**src/rtl/lnvd_adc_channel_monitor_if.sv**
```systemverilog
// Sample bus from the ADC wrapper plus the display outputs of the channel monitor.
// The master side is the ADC/switch environment; the slave side is the monitor.
interface lnvd_adc_channel_monitor_if #(
    parameter int NUM_CH  = 4,
    parameter int DATA_W  = 12,
    parameter int NUM_DIG = 3,
    parameter int SEL_W   = 3
);
    logic [NUM_CH*DATA_W-1:0] data_in;
    logic                     sample_valid;
    logic [SEL_W-1:0]         ch_sel;
    logic [1:0]               mode;
    logic                     clr;
    logic [NUM_DIG*8-1:0]     hex_out;
    logic [DATA_W-1:0]        disp_value;
    logic                     stat_valid;

    modport master (
        output data_in, sample_valid, ch_sel, mode, clr,
        input  hex_out, disp_value, stat_valid
    );

    modport slave (
        input  data_in, sample_valid, ch_sel, mode, clr,
        output hex_out, disp_value, stat_valid
    );
endinterface

```
**src/rtl/lnvd_adc_channel_monitor.sv**
```systemverilog
// Multi-channel ADC viewer: live / boxcar average / min hold / max hold of one
// switch-selected channel, shown in hex on active-low 7-segment digits at a divided refresh rate.
module lnvd_adc_channel_monitor #(
    parameter int NUM_CH      = 4,
    parameter int DATA_W      = 12,
    parameter int NUM_DIG     = 3,
    parameter int SEL_W       = 3,
    parameter int AVG_LOG2    = 4,
    parameter int REFRESH_DIV = 5000000
) (
    input logic                     clk,
    input logic                     rst,
    lnvd_adc_channel_monitor_if.slave bus
);
    localparam int ACC_W = DATA_W + AVG_LOG2;
    localparam int REF_W = (REFRESH_DIV > 1) ? $clog2(REFRESH_DIV) : 1;
    localparam logic [AVG_LOG2-1:0] CNT_FULL = {AVG_LOG2{1'b1}};

    logic [SEL_W-1:0]     ch_sel_r;
    logic [1:0]           mode_r;
    logic [DATA_W-1:0]    live_r;
    logic [ACC_W-1:0]     acc_r;
    logic [AVG_LOG2-1:0]  cnt_r;
    logic [DATA_W-1:0]    avg_r;
    logic [DATA_W-1:0]    min_r;
    logic [DATA_W-1:0]    max_r;
    logic                 have_r;
    logic                 stat_valid_r;
    logic [REF_W-1:0]     ref_cnt_r;
    logic [DATA_W-1:0]    disp_r;
    logic [NUM_DIG*8-1:0] hex_r;

    logic [DATA_W-1:0]    sample_s;
    logic                 in_range_s;
    logic                 restart_s;
    logic                 valid_s;
    logic                 stat_set_s;
    logic                 tick_s;
    logic [ACC_W-1:0]     acc_sum_s;
    logic [DATA_W-1:0]    shown_s;
    logic [NUM_DIG*4-1:0] padded_s;
    logic [NUM_DIG*8-1:0] hex_s;

    function automatic logic [7:0] seg7(input logic [3:0] nib);
        logic [7:0] seg;
        case (nib)
            4'h0: seg = 8'hC0;
            4'h1: seg = 8'hF9;
            4'h2: seg = 8'hA4;
            4'h3: seg = 8'hB0;
            4'h4: seg = 8'h99;
            4'h5: seg = 8'h92;
            4'h6: seg = 8'h82;
            4'h7: seg = 8'hF8;
            4'h8: seg = 8'h80;
            4'h9: seg = 8'h90;
            4'hA: seg = 8'h88;
            4'hB: seg = 8'h83;
            4'hC: seg = 8'hC6;
            4'hD: seg = 8'hA1;
            4'hE: seg = 8'h86;
            4'hF: seg = 8'h8E;
            default: seg = 8'hFF;
        endcase
        return seg;
    endfunction

    // Channel selection and restart detection
    always_comb begin
        sample_s   = '0;
        in_range_s = 1'b0;
        for (int k = 0; k < NUM_CH; k++) begin
            if (bus.ch_sel == SEL_W'(k)) begin
                sample_s   = bus.data_in[k*DATA_W +: DATA_W];
                in_range_s = 1'b1;
            end else begin
                sample_s   = sample_s;
                in_range_s = in_range_s;
            end
        end
        restart_s  = bus.clr | (bus.ch_sel != ch_sel_r) | (bus.mode != mode_r);
        valid_s    = bus.sample_valid & in_range_s;
        acc_sum_s  = acc_r + {{AVG_LOG2{1'b0}}, sample_s};
        // Average mode only reports once a full block has completed
        stat_set_s = (bus.mode == 2'd1) ? (cnt_r == CNT_FULL) : 1'b1;
        tick_s     = (ref_cnt_r == REF_W'(REFRESH_DIV - 1));
    end

    // Display value selection and 7-segment encoding
    always_comb begin
        case (bus.mode)
            2'd0:    shown_s = live_r;
            2'd1:    shown_s = avg_r;
            2'd2:    shown_s = min_r;
            2'd3:    shown_s = max_r;
            default: shown_s = live_r;
        endcase
        padded_s = '0;
        padded_s[DATA_W-1:0] = shown_s;
        hex_s = '1;
        for (int d = 0; d < NUM_DIG; d++) begin
            if (in_range_s) begin
                hex_s[d*8 +: 8] = seg7(padded_s[d*4 +: 4]);
            end else begin
                hex_s[d*8 +: 8] = 8'hBF;
            end
        end
        if (in_range_s) begin
            hex_s[7] = stat_valid_r;
        end else begin
            hex_s[7] = 1'b1;
        end
    end

    // Registered copies of the switch settings
    always_ff @(posedge clk) begin
        if (rst) begin
            ch_sel_r <= '0;
            mode_r   <= 2'd0;
        end else begin
            ch_sel_r <= bus.ch_sel;
            mode_r   <= bus.mode;
        end
    end

    // Live sample capture, unaffected by restarts
    always_ff @(posedge clk) begin
        if (rst) begin
            live_r <= '0;
        end else if (valid_s) begin
            live_r <= sample_s;
        end
    end

    // Statistics: boxcar accumulator, min/max hold and validity flag
    always_ff @(posedge clk) begin
        if (rst || restart_s) begin
            acc_r        <= '0;
            cnt_r        <= '0;
            avg_r        <= '0;
            min_r        <= '1;
            max_r        <= '0;
            have_r       <= 1'b0;
            stat_valid_r <= 1'b0;
        end else if (valid_s) begin
            have_r       <= 1'b1;
            stat_valid_r <= stat_valid_r | stat_set_s;
            if (cnt_r == CNT_FULL) begin
                avg_r <= acc_sum_s[ACC_W-1:AVG_LOG2];
                acc_r <= '0;
                cnt_r <= '0;
            end else begin
                acc_r <= acc_sum_s;
                cnt_r <= cnt_r + AVG_LOG2'(1);
            end
            if (!have_r) begin
                min_r <= sample_s;
                max_r <= sample_s;
            end else begin
                if (sample_s < min_r) min_r <= sample_s;
                if (sample_s > max_r) max_r <= sample_s;
            end
        end
    end

    // Refresh divider and display latch; out-of-range keeps the old value
    always_ff @(posedge clk) begin
        if (rst) begin
            ref_cnt_r <= '0;
            disp_r    <= '0;
            hex_r     <= '1;
        end else begin
            ref_cnt_r <= tick_s ? '0 : ref_cnt_r + REF_W'(1);
            if (tick_s) begin
                hex_r <= hex_s;
                if (in_range_s) disp_r <= shown_s;
            end
        end
    end

    assign bus.hex_out    = hex_r;
    assign bus.disp_value = disp_r;
    assign bus.stat_valid = stat_valid_r;
endmodule

```
**src/flat_wrapper.sv**
```systemverilog
// flat-port wrapper written by rule: the top's interface ports become plain ports
module lnvd_adc_channel_monitor_flat 
#(
    parameter int NUM_CH      = 4,
    parameter int DATA_W      = 12,
    parameter int NUM_DIG     = 3,
    parameter int SEL_W       = 3,
    parameter int AVG_LOG2    = 4,
    parameter int REFRESH_DIV = 5000000
)
  (clk, rst, bus_data_in, bus_sample_valid, bus_ch_sel, bus_mode, bus_clr, bus_hex_out, bus_disp_value, bus_stat_valid);
  lnvd_adc_channel_monitor_if #(.NUM_CH(NUM_CH), .DATA_W(DATA_W), .NUM_DIG(NUM_DIG), .SEL_W(SEL_W)) bus_i ();
  input logic clk;
  input logic rst;
  input wire logic [$bits(bus_i.data_in)-1:0] bus_data_in;
  input wire logic [$bits(bus_i.sample_valid)-1:0] bus_sample_valid;
  input wire logic [$bits(bus_i.ch_sel)-1:0] bus_ch_sel;
  input wire logic [$bits(bus_i.mode)-1:0] bus_mode;
  input wire logic [$bits(bus_i.clr)-1:0] bus_clr;
  output wire logic [$bits(bus_i.hex_out)-1:0] bus_hex_out;
  output wire logic [$bits(bus_i.disp_value)-1:0] bus_disp_value;
  output wire logic [$bits(bus_i.stat_valid)-1:0] bus_stat_valid;
  assign bus_i.data_in = bus_data_in;
  assign bus_i.sample_valid = bus_sample_valid;
  assign bus_i.ch_sel = bus_ch_sel;
  assign bus_i.mode = bus_mode;
  assign bus_i.clr = bus_clr;
  assign bus_hex_out = bus_i.hex_out;
  assign bus_disp_value = bus_i.disp_value;
  assign bus_stat_valid = bus_i.stat_valid;
  lnvd_adc_channel_monitor #(.NUM_CH(NUM_CH), .DATA_W(DATA_W), .NUM_DIG(NUM_DIG), .SEL_W(SEL_W), .AVG_LOG2(AVG_LOG2), .REFRESH_DIV(REFRESH_DIV)) u_core (.clk(clk), .rst(rst), .bus(bus_i));
endmodule
```
**config.mk**
```make
export PLATFORM = sky130hd
export DESIGN_NAME = lnvd_adc_channel_monitor_flat
export DESIGN_NICKNAME = d
export VERILOG_FILES = /design/src/rtl/lnvd_adc_channel_monitor_if.sv /design/src/rtl/lnvd_adc_channel_monitor.sv /design/src/flat_wrapper.sv
export SDC_FILE = /design/constraint.sdc
export NUM_CORES = 1
export LEC_CHECK = 0
export CAP_MARGIN = 0
export CORE_UTILIZATION = 30
export CTS_BUF_LIST = sky130_fd_sc_hd__clkbuf_4
export DETAILED_ROUTE_END_ITERATION = 10
export GPL_ROUTABILITY_DRIVEN = 1
export SYNTH_ARGS = -nofsm -noshare
export SYNTH_HDL_FRONTEND = slang
export SYNTH_SLANG_ARGS = --single-unit
export TNS_END_PERCENT = 20
```
**constraint.sdc**
```tcl
create_clock -name clk -period 10.08 [get_ports clk]
set_clock_uncertainty 0.1 [all_clocks]
set_input_delay 2.016 -clock clk [delete_from_list [all_inputs] [get_ports clk]]
set_output_delay 2.016 -clock clk [all_outputs]
set_load 0.02 [all_outputs]
```
; ---- Yosys cells after proc, flatten, opt, wreduce, memory -nomap -nowiden
; Memory sizes are Yosys's and may differ from the RTL's.
; Cells that the tools add are included.
[totals]
input_bits = 57
mem_bits_ro = 336
output_inout_bits = 37
word_cells = 65
regBits = 134
mem_count = 3
[memory_table]
columns = memory, depth, word_bits, rd, rd_clocked_by_memory_dff, wr, line_no
row1 = (no name shown), 16, 7, 1, 0, 0, lnvd_adc_channel_monitor.sv:46  ; case (nib)
row2 = (no name shown), 16, 7, 1, 0, 0, lnvd_adc_channel_monitor.sv:46
row3 = (no name shown), 16, 7, 1, 0, 0, lnvd_adc_channel_monitor.sv:46
[classes]
n_bitwise = 4
n_lt_le_gt_ge = 2
n_reduce_logical = 8
n_addsub = 3
eq_ne = 12
muxes = 20
[op_table]
columns = op, count
row1 = two-way mux 12 bit, 8
row2 = case mux 12 bit (4 select lines), 1
row3 = "adder 23 x 1 -> 23 bit, second input constant", 1
row4 = "== test 23 bit, second input constant", 1
row5 = adder 16 x 12 -> 16 bit, 1
row6 = two-way mux 16 bit, 1
row7 = two-way mux 8 bit, 2
row8 = > comparator 12 bit, 1
row9 = < comparator 12 bit, 1
row10 = AND reduction 2 bit, 4
row11 = two-way mux 7 bit, 1
row12 = "== test 3 x 2 -> 1 bit, second input constant", 2
row13 = two-way mux 1 bit, 6
row14 = "adder 4 x 1 -> 4 bit, second input constant", 1
row15 = "== test 2 bit, second input constant", 2
row16 = "== test 4 bit, second input constant", 1
row17 = two-way mux 4 bit, 1
row18 = "inequality test 2 bit, second input constant", 2
row19 = "== test 3 x 1 -> 1 bit, second input constant", 1
row20 = logical NOT 3 bit, 1
row21 = inequality test 3 bit, 1
row22 = OR 1 bit, 3
row23 = "== test 2 x 1 -> 1 bit, second input constant", 1
row24 = logical NOT 2 bit, 1
row25 = other kinds (4), 4

; ---- Longest topological paths before layout
[logic_depth]
word_depth = 8
mapped_depth = 12
depth_no_buf = 10

; ---- Worst setup path before layout
; No wires, ideal clock.
[synth_path]
path_kind = in2reg
from = in bus_ch_sel[0]
to = reg u_core.max_r[0]
required_ns = 9.852
setup_time_ns = 0.128
path_slack_ns = 4.973
path_stages = 12
arrival_ns = 4.879
n_path_buf = 3
path_cell_list = buf_2 buf_2 mux4_2 nor2b_1 ha_1 nand4_1 nor2_1 a21boi_0 o311a_1 buf_1 mux2i_1 nor2_1
[synth_between]
elab_chain_cells = 8
word_cells_on_any_way = 22
classes_between = order compare: 1 / eq/ne: 5 / mux: 10 / bitwise: 3 / reduce/logical: 3
[synth_lines]
columns = element, line_no
row1 = "start, declared", flat_wrapper.sv:17  ; input wire logic [$bits(bus_i.ch_sel)-1:0] bus_ch_sel;
row2 = logical NOT 3 bit, lnvd_adc_channel_monitor.sv:73  ; if (bus.ch_sel == SEL_W'(k)) begin
row3 = two-way mux 12 bit (3 in a row), lnvd_adc_channel_monitor.sv:73
row4 = two-way mux 12 bit (*), lnvd_adc_channel_monitor.sv:73
row5 = via u_core.sample_s[10], lnvd_adc_channel_monitor.sv:33  ; logic [DATA_W-1:0] sample_s;
row6 = > comparator 12 bit (*), lnvd_adc_channel_monitor.sv:161  ; if (sample_s > max_r) max_r <= sample_s;
row7 = inequality test 2 bit (no source line) (*), --
row8 = AND reduction 2 bit (no source line) (*), --
row9 = "end signal, assigned", lnvd_adc_channel_monitor.sv:158  ; max_r <= sample_s;
row10 = "end signal, assigned", lnvd_adc_channel_monitor.sv:161
row11 = "end, declared", lnvd_adc_channel_monitor.sv:26  ; logic [DATA_W-1:0] max_r;
; The timed path passes the listed nets; every way through them passes the cells marked *. The select of a mux whose other input is x is not followed.
; A chain may end at the register's enable or synchronous reset.

; ---- Final worst setup path
[layout_path]
from = in bus_ch_sel[0]
to = reg u_core.avg_r[8]
[layout_between]
word_cells_on_any_way = 19
classes_between = add/sub: 1 / eq/ne: 4 / mux: 8 / bitwise: 3 / reduce/logical: 3
[layout_lines]
columns = element, line_no
row1 = logical NOT 3 bit, lnvd_adc_channel_monitor.sv:73
row2 = two-way mux 12 bit (3 in a row), lnvd_adc_channel_monitor.sv:73
row3 = two-way mux 12 bit (*), lnvd_adc_channel_monitor.sv:73
row4 = via u_core.sample_s[0], lnvd_adc_channel_monitor.sv:33
row5 = adder 16 x 12 -> 16 bit (*), lnvd_adc_channel_monitor.sv:83  ; acc_sum_s = acc_r + {{AVG_LOG2{1'b0}}, sample_s};
row6 = "end signal, assigned", lnvd_adc_channel_monitor.sv:149  ; avg_r <= acc_sum_s[ACC_W-1:AVG_LOG2];
row7 = "end, declared", lnvd_adc_channel_monitor.sv:24  ; logic [DATA_W-1:0] avg_r;
; The timed path passes the listed nets; every way through them passes the cells marked *.

==> flow_summary.json <==
{
  "hold_viol": 0,
  "path_max_fanout": 14,
  "regArea_um2": 2640,
  "fmax_ghz": 0.174,
  "drt_wl_total_um": 19800,
  "final.min_clock_period_ns": 5.75,
  "ys.flop_type": "dfxtp_1",
  "synth_edf_count": 0,
  "nets": 1056,
  "cts_setup_buffers": 0,
  "first_pass_iters": 5,
  "criticalPathCategory": "in -> reg",
  "clkTransAtPathRegs_ns": 0.12,
  "synth-seq-cells": 132,
  "ctsResizeCount": 0,
  "gp_congestion": 0.866,
  "grt_max_degree": 47,
  "seq_area_frac_synth_pct": 35.6,
  "worst_pin_slew_ns": 1.06,
  "drt-initial-drc-count": 475,
  "first_global_vias": 5899,
  "yosys_warnings": 0,
  "die_h_um": 159,
  "syn_to_final_growth_pct": 19.0,
  "wl_per_cell_um": 15.5,
  "clock_sinks": 132,
  "syn_area_um2": 7430,
  "coreArea_um2": 24300,
  "io_buffers": 91,
  "tritoncts": "built",
  "htree_levels": 4,
  "grt_antenna_before_repair": 1,
  "dieWidth_um": 159,
  "crit_arrival_ns": 6.06,
  "cp-start-kind": "primary input",
  "ctsHoldBuffers": 0,
  "status": "finished clean",
  "yosysUniqueCellTypes": 56,
  "synth_area_leaders": "dfxtp_1 (36%), ha_1 (9.3%), mux4_2 (7.3%)",
  "final.fill_count": 2494,
  "yosysTopAreaCell": "dfxtp_1",
  "fin_crit_sh_pct": 57.1,
  "dieArea_um2": 25400,
  "drtAntennaViolNets": 0,
  "cp.required_ns": 10.39,
  "via_per_inst": 5.01,
  "final_cell_mix": "dfxtp_1 (132), nand2_1 (95), clkdlybuf4s50_1 (91), a21oi_1 (88), nor2_1 (74)",
  "drcViolationCount": 0,
  "numCtsBuffers": 17,
  "mostFrequentLayoutCell": "dfxtp_1",
  "synth_top_cell_area_share_pct": 35.6,
  "ir_drop_mv": 0.0568,
  "clk_latency_ns": 0.57,
  "setup_viol": 0,
  "grt_first_pass_wirelength_um": 31600,
  "hp-class": "reg -> reg",
  "num_vias": 6409,
  "placed_cells": 1248,
  "grt_overflow": 0,
  "leakage_nw": 3.26,
  "rows": 57,
  "synthCells": 877,
  "max_slew_margin_pct": 29.3,
  "root_buffer": "clkbuf_4",
  "p_total_mw": 0.979,
  "grt_usage_pct": 15.7,
  "stdcell_count": 1280,
  "async_flop_share_pct": 0,
  "final_cell_area_um2": 8840,
  "multiInputGateArea_um2": 4430,
  "drive_gt1_share_pct": 7.75,
  "clk_path_buf_depth": 2,
  "initial_core_util_pct": 30.6,
  "io_pins": 94,
  "syn_area_per_cell_um2": 8.47,
  "slew_viol_final": 0,
  "p_per_area_nw_per_um2": 111,
  "hpwl_um": 14100,
  "worst_setup_path_end_kind": "flop",
  "cap_violations": 0,
  "final_util_pct": 36.4,
  "placed_area_um2": 8620,
  "tns_ns": 0,
  "rsz0062_at_grt": "false"
}
## registers in the layout, indices dropped and copies added (netlist names)
| name | flops |
|---|---|
| u_core.have_r | 1 |
| u_core.live_r | 12 |
| u_core.bus.disp_value | 12 |
| u_core.acc_r | 16 |
| u_core.avg_r | 12 |
| u_core.bus.stat_valid | 1 |
| u_core.bus.hex_out | 22 |
| u_core.max_r | 12 |
| u_core.min_r | 12 |
| u_core.cnt_r | 4 |
| u_core.mode_r | 2 |
| u_core.ch_sel_r | 3 |
| u_core.ref_cnt_r | 23 |
## critical path, cell delays in order
cell             delay, ns
clkdlybuf4s50_1       1.11
mux4_2                0.59
nor2b_1               0.20
ha_1                  0.28
fa_1                  0.43
a211oi_1              0.40
nor3_1                0.13
o31ai_1               0.46
a21oi_1               0.19
xnor2_1               0.18
a21oi_1               0.08
## layout make-up
class	count	area share, %
multi-input combinational	650	50.1
sequential	132	29.9
timing repair buffer	100	11.1
tap	324	4.58
inverter	42	1.78
clock buffer	18	1.53
clock inverter	13	1.02
antenna	1	0.0283
## final timing paths
path | startpoint | endpoint | slack (ns) | depth (start not counted)
min reg2reg | u_core.ref_cnt_r[0] | u_core.ref_cnt_r[0] | 0.35 | 1
max | bus_ch_sel[0] | u_core.avg_r[8] | 4.33 | 11
max reg2reg | u_core.ref_cnt_r[7] | u_core.bus.hex_out[3] | 7.23 | 6
min | u_core.ref_cnt_r[0] | u_core.ref_cnt_r[0] | 0.35 | 1
## kinds of logic (layout without fill, tap and decap cells)
kind of cell | after synthesis | after routing | share of synthesized area (%)
and+or+nand+nor | 319 | 319 | 20.3
AOI/OAI and AO/OA | 191 | 191 | 15.0
DFF | 132 | 132 | 35.6
buffers and inverters | 96 | 173 | 5.05
adders and majority gates | 56 | 56 | 9.53
xor gates and xnor gates | 41 | 41 | 4.83
muxes | 41 | 41 | 9.60
other | 1 | 3 | 0.0505
## report_power, final
group	leakage (nW)	switching [mW]	internal (mW)
registers	1.07	0.00200	0.525
clock network	0.121	0.214	0.0972
logic	2.07	0.0760	0.0646
total	3.26	0.292	0.687
## metal layers
metal  part of all wire (%)  GRT usage, %
met1                     49          21.8
met2                     45          25.0
met3                    5.4          3.36
met4                   0.49          2.93
met5                      0             0
## cell usage after synthesis (3+ instances only)
cell type,number
a211oi_1,11
a21o_1,7
a21oi_1,88
a31oi_1,4
and2_1,6
and3_1,8
and4_1,3
buf_1,8
buf_2,6
clkbuf_1,38
dfxtp_1,132
ha_1,55
inv_1,42
mux2i_1,15
mux4_2,24
nand2_1,95
nand2b_1,7
nand3_1,54
nand3b_1,3
nand4_1,14
nor2_1,74
nor2b_1,23
nor3_1,13
nor4_1,4
o211ai_1,5
o21a_1,3
o21ai_0,45
o21bai_1,3
o22a_1,6
o22ai_1,3
or2_2,4
or3_1,5
xnor2_1,25
xor2_1,16
## metrics by stage
stage / hold WS, ns / setup WS (ns)
finish: 0.351 / 4.33
global route: 0.380 / 4.07
CTS: 0.356 / 4.32
detailed placement: 0.334 / 3.70
global placement: 0.327 / 3.76
floorplan: 0.313 / 4.97
Power figures use the tool's default switching activity.
